===== src/rtl/pito_dmem_arbiter_if.sv =====
// Bus bundle between the two data-memory requesters, the arbiter and the single memory port.
// Handshake: a requester holds req/we/be/addr/wdata until it sees gnt in the same cycle (zero-latency accept); dropping req before gnt abandons it; a read returns rvalid/rdata exactly one cycle after its gnt.
interface pito_dmem_arbiter_if #(
  parameter int DMEM_ADDR_W = 12,
  parameter int DATA_W      = 32
);
  logic                   pito_program;

  logic                   c_req;
  logic                   c_we;
  logic [DATA_W/8-1:0]    c_be;
  logic [DMEM_ADDR_W-1:0] c_addr;
  logic [DATA_W-1:0]      c_wdata;
  logic                   c_gnt;
  logic                   c_rvalid;
  logic [DATA_W-1:0]      c_rdata;
  logic [3:0]             c_wait_cnt;

  logic                   e_req;
  logic                   e_we;
  logic [DATA_W/8-1:0]    e_be;
  logic [DMEM_ADDR_W-1:0] e_addr;
  logic [DATA_W-1:0]      e_wdata;
  logic                   e_gnt;
  logic                   e_rvalid;
  logic [DATA_W-1:0]      e_rdata;

  logic                   mem_req;
  logic                   mem_we;
  logic [DATA_W/8-1:0]    mem_be;
  logic [DMEM_ADDR_W-1:0] mem_addr;
  logic [DATA_W-1:0]      mem_wdata;
  logic [DATA_W-1:0]      mem_rdata;

  // Requesters and memory model side.
  modport master (
    output pito_program,
    output c_req, c_we, c_be, c_addr, c_wdata,
    input  c_gnt, c_rvalid, c_rdata, c_wait_cnt,
    output e_req, e_we, e_be, e_addr, e_wdata,
    input  e_gnt, e_rvalid, e_rdata,
    input  mem_req, mem_we, mem_be, mem_addr, mem_wdata,
    output mem_rdata
  );

  // Arbiter side.
  modport slave (
    input  pito_program,
    input  c_req, c_we, c_be, c_addr, c_wdata,
    output c_gnt, c_rvalid, c_rdata, c_wait_cnt,
    input  e_req, e_we, e_be, e_addr, e_wdata,
    output e_gnt, e_rvalid, e_rdata,
    output mem_req, mem_we, mem_be, mem_addr, mem_wdata,
    input  mem_rdata
  );
endinterface


===== src/rtl/pito_dmem_arbiter.sv =====
// Arbitrates the pito core data port (0) and the external host port (1) onto one data-memory port.
// Fixed ext priority in program mode, round-robin otherwise; read data is steered back one cycle later.
module pito_dmem_arbiter (
  input  logic                 clk,
  input  logic                 rst_n,
  pito_dmem_arbiter_if.slave   bus,
  output logic                 dbg_last_gnt_o,
  output logic                 dbg_rd_pend_o
);

  logic       last_gnt_q, last_gnt_d;
  logic       rd_pend_q, rd_pend_d;
  logic       rd_id_q, rd_id_d;
  logic [3:0] wait_cnt_q, wait_cnt_d;

  logic c_req_ok, e_req_ok;
  logic c_gnt, e_gnt;

  // Requests are ignored while in reset so no strobe escapes to memory.
  assign c_req_ok = rst_n & bus.c_req;
  assign e_req_ok = rst_n & bus.e_req;

  always_comb begin
    c_gnt = 1'b0;
    e_gnt = 1'b0;
    if (bus.pito_program) begin
      e_gnt = e_req_ok;
    end else if (c_req_ok && e_req_ok) begin
      c_gnt = last_gnt_q;
      e_gnt = ~last_gnt_q;
    end else begin
      c_gnt = c_req_ok;
      e_gnt = e_req_ok;
    end
  end

  assign bus.c_gnt   = c_gnt;
  assign bus.e_gnt   = e_gnt;
  assign bus.mem_req = c_gnt | e_gnt;

  always_comb begin
    bus.mem_we    = 1'b0;
    bus.mem_be    = '0;
    bus.mem_addr  = '0;
    bus.mem_wdata = '0;
    if (c_gnt) begin
      bus.mem_we    = bus.c_we;
      bus.mem_be    = bus.c_be;
      bus.mem_addr  = bus.c_addr;
      bus.mem_wdata = bus.c_wdata;
    end else if (e_gnt) begin
      bus.mem_we    = bus.e_we;
      bus.mem_be    = bus.e_be;
      bus.mem_addr  = bus.e_addr;
      bus.mem_wdata = bus.e_wdata;
    end
  end

  always_comb begin
    last_gnt_d = last_gnt_q;
    rd_id_d    = rd_id_q;
    if (c_gnt) begin
      last_gnt_d = 1'b0;
      rd_id_d    = 1'b0;
    end else if (e_gnt) begin
      last_gnt_d = 1'b1;
      rd_id_d    = 1'b1;
    end
    rd_pend_d = (c_gnt | e_gnt) & ~bus.mem_we;
  end

  // Diagnostic wait counter: holds while program mode starves the core.
  always_comb begin
    wait_cnt_d = wait_cnt_q;
    if (!bus.c_req || c_gnt) begin
      wait_cnt_d = 4'd0;
    end else if (!bus.pito_program && wait_cnt_q != 4'd15) begin
      wait_cnt_d = wait_cnt_q + 4'd1;
    end
  end

  always_ff @(posedge clk or negedge rst_n) begin
    if (!rst_n) begin
      last_gnt_q <= 1'b1;
      rd_pend_q  <= 1'b0;
      rd_id_q    <= 1'b0;
      wait_cnt_q <= 4'd0;
    end else begin
      last_gnt_q <= last_gnt_d;
      rd_pend_q  <= rd_pend_d;
      rd_id_q    <= rd_id_d;
      wait_cnt_q <= wait_cnt_d;
    end
  end

  assign bus.c_rvalid   = rd_pend_q & ~rd_id_q;
  assign bus.e_rvalid   = rd_pend_q & rd_id_q;
  assign bus.c_rdata    = bus.c_rvalid ? bus.mem_rdata : '0;
  assign bus.e_rdata    = bus.e_rvalid ? bus.mem_rdata : '0;
  assign bus.c_wait_cnt = wait_cnt_q;

  assign dbg_last_gnt_o = last_gnt_q;
  assign dbg_rd_pend_o  = rd_pend_q;

endmodule


===== src/flat_wrapper.sv =====
// flat-port wrapper written by rule: the top's interface ports become plain ports
module pito_dmem_arbiter_flat 
  (clk, rst_n, dbg_last_gnt_o, dbg_rd_pend_o, bus_pito_program, bus_c_req, bus_c_we, bus_c_be, bus_c_addr, bus_c_wdata, bus_c_gnt, bus_c_rvalid, bus_c_rdata, bus_c_wait_cnt, bus_e_req, bus_e_we, bus_e_be, bus_e_addr, bus_e_wdata, bus_e_gnt, bus_e_rvalid, bus_e_rdata, bus_mem_req, bus_mem_we, bus_mem_be, bus_mem_addr, bus_mem_wdata, bus_mem_rdata);
  pito_dmem_arbiter_if #(.DMEM_ADDR_W(12), .DATA_W(32)) bus_i ();
  input  logic clk;
  input  logic rst_n;
  output logic dbg_last_gnt_o;
  output logic dbg_rd_pend_o;
  input wire logic [$bits(bus_i.pito_program)-1:0] bus_pito_program;
  input wire logic [$bits(bus_i.c_req)-1:0] bus_c_req;
  input wire logic [$bits(bus_i.c_we)-1:0] bus_c_we;
  input wire logic [$bits(bus_i.c_be)-1:0] bus_c_be;
  input wire logic [$bits(bus_i.c_addr)-1:0] bus_c_addr;
  input wire logic [$bits(bus_i.c_wdata)-1:0] bus_c_wdata;
  output wire logic [$bits(bus_i.c_gnt)-1:0] bus_c_gnt;
  output wire logic [$bits(bus_i.c_rvalid)-1:0] bus_c_rvalid;
  output wire logic [$bits(bus_i.c_rdata)-1:0] bus_c_rdata;
  output wire logic [$bits(bus_i.c_wait_cnt)-1:0] bus_c_wait_cnt;
  input wire logic [$bits(bus_i.e_req)-1:0] bus_e_req;
  input wire logic [$bits(bus_i.e_we)-1:0] bus_e_we;
  input wire logic [$bits(bus_i.e_be)-1:0] bus_e_be;
  input wire logic [$bits(bus_i.e_addr)-1:0] bus_e_addr;
  input wire logic [$bits(bus_i.e_wdata)-1:0] bus_e_wdata;
  output wire logic [$bits(bus_i.e_gnt)-1:0] bus_e_gnt;
  output wire logic [$bits(bus_i.e_rvalid)-1:0] bus_e_rvalid;
  output wire logic [$bits(bus_i.e_rdata)-1:0] bus_e_rdata;
  output wire logic [$bits(bus_i.mem_req)-1:0] bus_mem_req;
  output wire logic [$bits(bus_i.mem_we)-1:0] bus_mem_we;
  output wire logic [$bits(bus_i.mem_be)-1:0] bus_mem_be;
  output wire logic [$bits(bus_i.mem_addr)-1:0] bus_mem_addr;
  output wire logic [$bits(bus_i.mem_wdata)-1:0] bus_mem_wdata;
  input wire logic [$bits(bus_i.mem_rdata)-1:0] bus_mem_rdata;
  assign bus_i.pito_program = bus_pito_program;
  assign bus_i.c_req = bus_c_req;
  assign bus_i.c_we = bus_c_we;
  assign bus_i.c_be = bus_c_be;
  assign bus_i.c_addr = bus_c_addr;
  assign bus_i.c_wdata = bus_c_wdata;
  assign bus_c_gnt = bus_i.c_gnt;
  assign bus_c_rvalid = bus_i.c_rvalid;
  assign bus_c_rdata = bus_i.c_rdata;
  assign bus_c_wait_cnt = bus_i.c_wait_cnt;
  assign bus_i.e_req = bus_e_req;
  assign bus_i.e_we = bus_e_we;
  assign bus_i.e_be = bus_e_be;
  assign bus_i.e_addr = bus_e_addr;
  assign bus_i.e_wdata = bus_e_wdata;
  assign bus_e_gnt = bus_i.e_gnt;
  assign bus_e_rvalid = bus_i.e_rvalid;
  assign bus_e_rdata = bus_i.e_rdata;
  assign bus_mem_req = bus_i.mem_req;
  assign bus_mem_we = bus_i.mem_we;
  assign bus_mem_be = bus_i.mem_be;
  assign bus_mem_addr = bus_i.mem_addr;
  assign bus_mem_wdata = bus_i.mem_wdata;
  assign bus_i.mem_rdata = bus_mem_rdata;
  pito_dmem_arbiter u_core (.clk(clk), .rst_n(rst_n), .bus(bus_i), .dbg_last_gnt_o(dbg_last_gnt_o), .dbg_rd_pend_o(dbg_rd_pend_o));
endmodule

===== config.mk =====
export PLATFORM = sky130hd
export DESIGN_NAME = pito_dmem_arbiter_flat
export DESIGN_NICKNAME = d
export VERILOG_FILES = /design/src/rtl/pito_dmem_arbiter_if.sv /design/src/rtl/pito_dmem_arbiter.sv /design/src/flat_wrapper.sv
export SDC_FILE = /design/constraint.sdc
export NUM_CORES = 1
export LEC_CHECK = 0
export BUFFER_PORTS_ARGS = -buffer_cell sky130_fd_sc_hd__buf_2
export CAP_MARGIN = 0
export CORE_AREA = 2 2 100 102
export DETAILED_ROUTE_END_ITERATION = 6
export DIE_AREA = 0 0 102 104
export GPL_TIMING_DRIVEN = 0
export PLACE_DENSITY = 0.5
export SLEW_MARGIN = 15
export SYNTH_ARGS = -nofsm -noshare
export SYNTH_HDL_FRONTEND = slang
export SYNTH_SLANG_ARGS = --single-unit

===== constraint.sdc =====
create_clock -name clk -period 2.3 [get_ports clk]
set_input_delay 0.23 -clock clk [delete_from_list [all_inputs] [get_ports clk]]
set_output_delay 0.23 -clock clk [all_outputs]
set_load 0.05 [all_outputs]

# Word-level counts from Yosys, hierarchy flattened
# Index checks and enable logic that the tools add are counted.
# word_totals
ff_bits,7
inputBits,135
elab_cells,40
# classes
addsub,1
n_eq_ne,1
n_mux,18
bitwise_logic,9
n_reduce_logical,7
# op_table
op,n
$mux 32,4
$mux 12,2
$mux 4,4
$mux 1,8
$and 1x1->1,5
$add 4x1->4 const B,1
$ne 4x4->1 const B,1
$reduce_bool 2->1,2
$not 1->1,3
$logic_and 1x1->1,2
$logic_not 1->1,2
$logic_or 1x1->1,1
$or 1x1->1,1

# Depth between registers and ports, before layout
# depth
word_depth,8
depth_mapped,4
depth_no_buf,4

# Least setup slack after synthesis
# No wires, ideal clock.
# synth_timing
kind,register to output
from,"reg u_core.rd_pend_q, in the netlist u_core.dbg_rd_pend_o"
to,out bus_c_rdata[21]
arrival_time_ns,1.723
required_time_ns,2.070
setup_slack_ns,0.347
path_stages_with_launch,4
n_path_buf,1
cell_sequence,dfrtp_1 and2b_1 buf_2 and2_1
# synth_via
elab_chain_len,2
# synth_lines
element,line,rtl
from (decl),pito_dmem_arbiter.sv:12,"logic rd_pend_q, rd_pend_d;"
from (signal assigned),pito_dmem_arbiter.sv:90,rd_pend_q <= rd_pend_d;
$and 1x1->1,pito_dmem_arbiter.sv:96,assign bus.c_rvalid = rd_pend_q & ~rd_id_q;
named net bus_c_rvalid,flat_wrapper.sv:16,output wire logic [$bits(bus_i.c_rvalid)-1:0] bus_c_rvalid;
$mux 32,pito_dmem_arbiter.sv:98,assign bus.c_rdata = bus.c_rvalid ? bus.mem_rdata : '0;
to (decl),flat_wrapper.sv:17,output wire logic [$bits(bus_i.c_rdata)-1:0] bus_c_rdata;
# The timed path passes the listed nets, and every way through them passes these cells.

# Worst setup path in the final report
# layout_timing
from,"reg u_core.last_gnt_q, in the netlist u_core.dbg_last_gnt_o"
to,out bus_mem_wdata[23]
# layout_via
elab_chain_len,5
word_cells_on_any_way,7
classes_between,mux: 6; bitwise: 1
# layout_lines
element,line,rtl
from (decl),pito_dmem_arbiter.sv:11,"logic last_gnt_q, last_gnt_d;"
from (signal assigned),pito_dmem_arbiter.sv:89,last_gnt_q <= last_gnt_d;
$not 1->1,pito_dmem_arbiter.sv:30,e_gnt = ~last_gnt_q;
$mux 1,pito_dmem_arbiter.sv:28,end else if (c_req_ok && e_req_ok) begin
$mux 1,pito_dmem_arbiter.sv:26,if (bus.pito_program) begin
$mux 32,pito_dmem_arbiter.sv:51,end else if (e_gnt) begin
$mux 32 *,pito_dmem_arbiter.sv:46,if (c_gnt) begin
to (decl),flat_wrapper.sv:31,output wire logic [$bits(bus_i.mem_wdata)-1:0] bus_mem_wdata;
# Mark *: on every way between the ends. The rest lies on a longest branch, timed or not.

==> impl_metrics.tcl <==
set metrics [dict create \
    clock_tree.buffer_depth 2 \
    cp_cell_sequence "nor2b_4 -> nor2_4 -> buf_6 -> a22o_1 -> buf_2" \
    synth.avg_cell_area_um2 8.17 \
    viasPerCell 4.26 \
    fp-row-count 36 \
    power_density_nw_per_um2 408 \
    p_sw_uw 669 \
    maxCapViolCount 0 \
    crit_type "flip-flop to output pin" \
    boundaryPins 259 \
    synth_edf_count 0 \
    cp.arrival_ps 1800 \
    path_buf_inv 2 \
    synthFlopType "dfrtp_1" \
    p_int_uw 518 \
    synth-async-reset-ratio_pct 100 \
    port_buffers 258 \
    synth-seq-cells 7 \
    finalWirelength_um 8130 \
    cts_tree "yes" \
    clk_latency_ps 230 \
    crit_family "flip-flops" \
    postSynthCellCount 171 \
    grt_start_max_net_pins 11 \
    skew_ps 2.41 \
    drc 0 \
    max_freq_mhz 493 \
    setup_slack_ps 272 \
    grt_pass1_wl_um 11400 \
    drt_iter0_drc 116 \
    maxSlewViolCount 0 \
    grt_pass1_vias 2160 \
    slowest_stage "dfstp_2" \
    swShare_pct 56.4 \
    antenna_found_initial 0 \
    cts_sinks 7 \
    p_leak_uw 0.00195 \
    dieArea_um2 10600 \
    crit_fanout 10 \
    die_y_um 104 \
    synth.yosys.seq_area_share_pct 12.6 \
    fin_crit_ps 2030 \
    diodes 0 \
    ys_types 30 \
    min_path_type "input port to async pin" \
    worst_pin_slew_ps 486 \
    dr.pass1.iters 4 \
    numCtsBuffers 3 \
    clk_pin_slew_ps 40 \
    die_w_um 102 \
    drtAntennaViolNets 0 \
    critical_path_depth 5 \
    core_um2 9550 \
    r2r_cells 3 \
    syn-num-nets 307 \
    finalSetupTns_ps 0 \
    area_delta_synth_final_pct 108 \
    synth_common_cells "49 x a22o_1, 33 x and2_1, 32 x and3_1" \
    synth_area_leaders "a22o_1 31%, and2_1 15%, and3_1 14%, dfrtp_1 11%, buf_6 8.1%" \
    dpl.hpwl_um 6940 \
    clockPowerShare_pct 14.6 \
    grt_overflow_total 0 \
    cp_slowest_stage_delay_ps 610 \
    final_nets 571 \
    period_share_pct 88.2 \
    endpoint_kind "output pin" \
    vias 2414 \
    dp_slack_ps 474 \
    relSlewSlack_pct 67.3 \
    cts_setup_buffers 0 \
    cp-start-kind "flip-flop" \
    root_buffer "clkbuf_8" \
    rsz0062_at_grt "false" \
    start_util_pct 14.6 \
    finalHoldViolations 0 \
    drive_gt1_share_pct 64.3 \
    synth.cell_area_um2 1400 \
    track_usage_pct 13.4 \
    critical_path_required_ps 2070 \
    cts-htree-levels 1 \
    yosys_warnings 0 \
    seqPwrFrac_pct 14.1 \
    synth_top_area_share_pct 30.7 \
    gp_congestion 0.775 \
    setup_viol 0 \
    avgRoutedWirePerCell_um 14.3 \
    synth_largest_area_cell "a22o_1" \
    yosysMostFrequentCell "a22o_1" \
    irDropWorstVdd_v 0.000302 \
    outcome "completed" \
    combPwrFrac_pct 71.3 \
]
[layout make-up]
type | count | area (um^2)
inverters | 2 | 7.51
clock buffers | 4 | 45.0
well taps | 133 | 166
repair buffers | 259 | 1300
multi-input cells | 143 | 1070
flip-flops and latches | 7 | 176
fillers | 1063 | 6640
plain buffers | 19 | 148
[kinds of logic (layout without fill, tap and decap cells)]
family / after synthesis / in the layout / synth area share, %
and+or+nand+nor: 81 / 81 / 38.3
adders and majority gates: 1 / 1 / 0.895
muxes: 1 / 1 / 0.716
AOI/OAI and AO/OA: 59 / 59 / 35.7
DFF: 7 / 7 / 12.6
buffers and inverters: 21 / 284 / 11.1
xor gates and xnor gates: 1 / 1 / 0.627
[worst paths after layout]
check                                       from                        to  slack, ps
min reg2reg                u_core.dbg_last_gnt_o     u_core.dbg_last_gnt_o        540
max reg2reg                u_core.dbg_last_gnt_o  u_core.bus.c_wait_cnt[2]        950
max in group asynchronous                  rst_n            u_core.rd_id_q       1550
min in group clk                       bus_e_req     u_core.dbg_last_gnt_o        330
max                        u_core.dbg_last_gnt_o         bus_mem_wdata[23]        270
min                                        rst_n     u_core.dbg_last_gnt_o         50
[registers in the layout, summed over array words and instances, names as in the netlist]
name / cells
u_core.bus.c_wait_cnt: 4
u_core.dbg_last_gnt_o: 1
u_core.dbg_rd_pend_o: 1
u_core.rd_id_q: 1
[power groups by stage]
stage	Clock (uW)	Sequential, uW	Combinational [uW]
floorplan	0	197	543
global placement	0	169	842
detailed placement	0	169	846
CTS	180	168	850
global route	188	172	893
finish	174	167	846
[cells in the final DEF (no fill, tap or decap), types with 3 or more instances in the layout]
cell type  instances
and3_1            32
clkbuf_8           3
clkbuf_1           9
dfrtp_1            6
a21oi_1            3
nor2_1             3
and2_1            33
buf_2            259
buf_6             10
a22o_1            49
[metrics by stage]
| step | hold WS (ps) | util [%] | instance area, um^2 | instances | total power [uW] |
|---|---|---|---|---|---|
| finish | 47.7 | 30.5 | 2910 | 567 | 1190 |
| global route | 50.1 | 30.5 | 2910 | 567 | 1250 |
| CTS | 50.4 | 30.5 | 2910 | 567 | 1200 |
| detailed placement | 122 | 29.9 | 2860 | 562 | 1010 |
| global placement | 124 | 29.9 | 2860 | 562 | 1010 |
| floorplan | -65.6 | - | 1400 | 171 | 740 |
[worst reg2reg max path: stages, from the launching register on]
cell and delay, ps:
dfstp_2 610, nor2b_4 70, o21ai_0 420, nor3_1 110
[what timing repair did]
action / 4_1_cts / 5_1_grt
endpoints found under the hold margin: 6 / 0
resized for setup: 0 / 0
hold buffers: 1 / 0
[metal layers]
layer	global-route usage [%]	up-vias	wire length, um
li1	-	1174	-
met1	16.6	1121	3390
met2	24.1	115	4000
met3	3.23	4	711
met4	1.24	0	23
met5	0	-	0
Note: power is estimated with default switching activity, not from simulation.
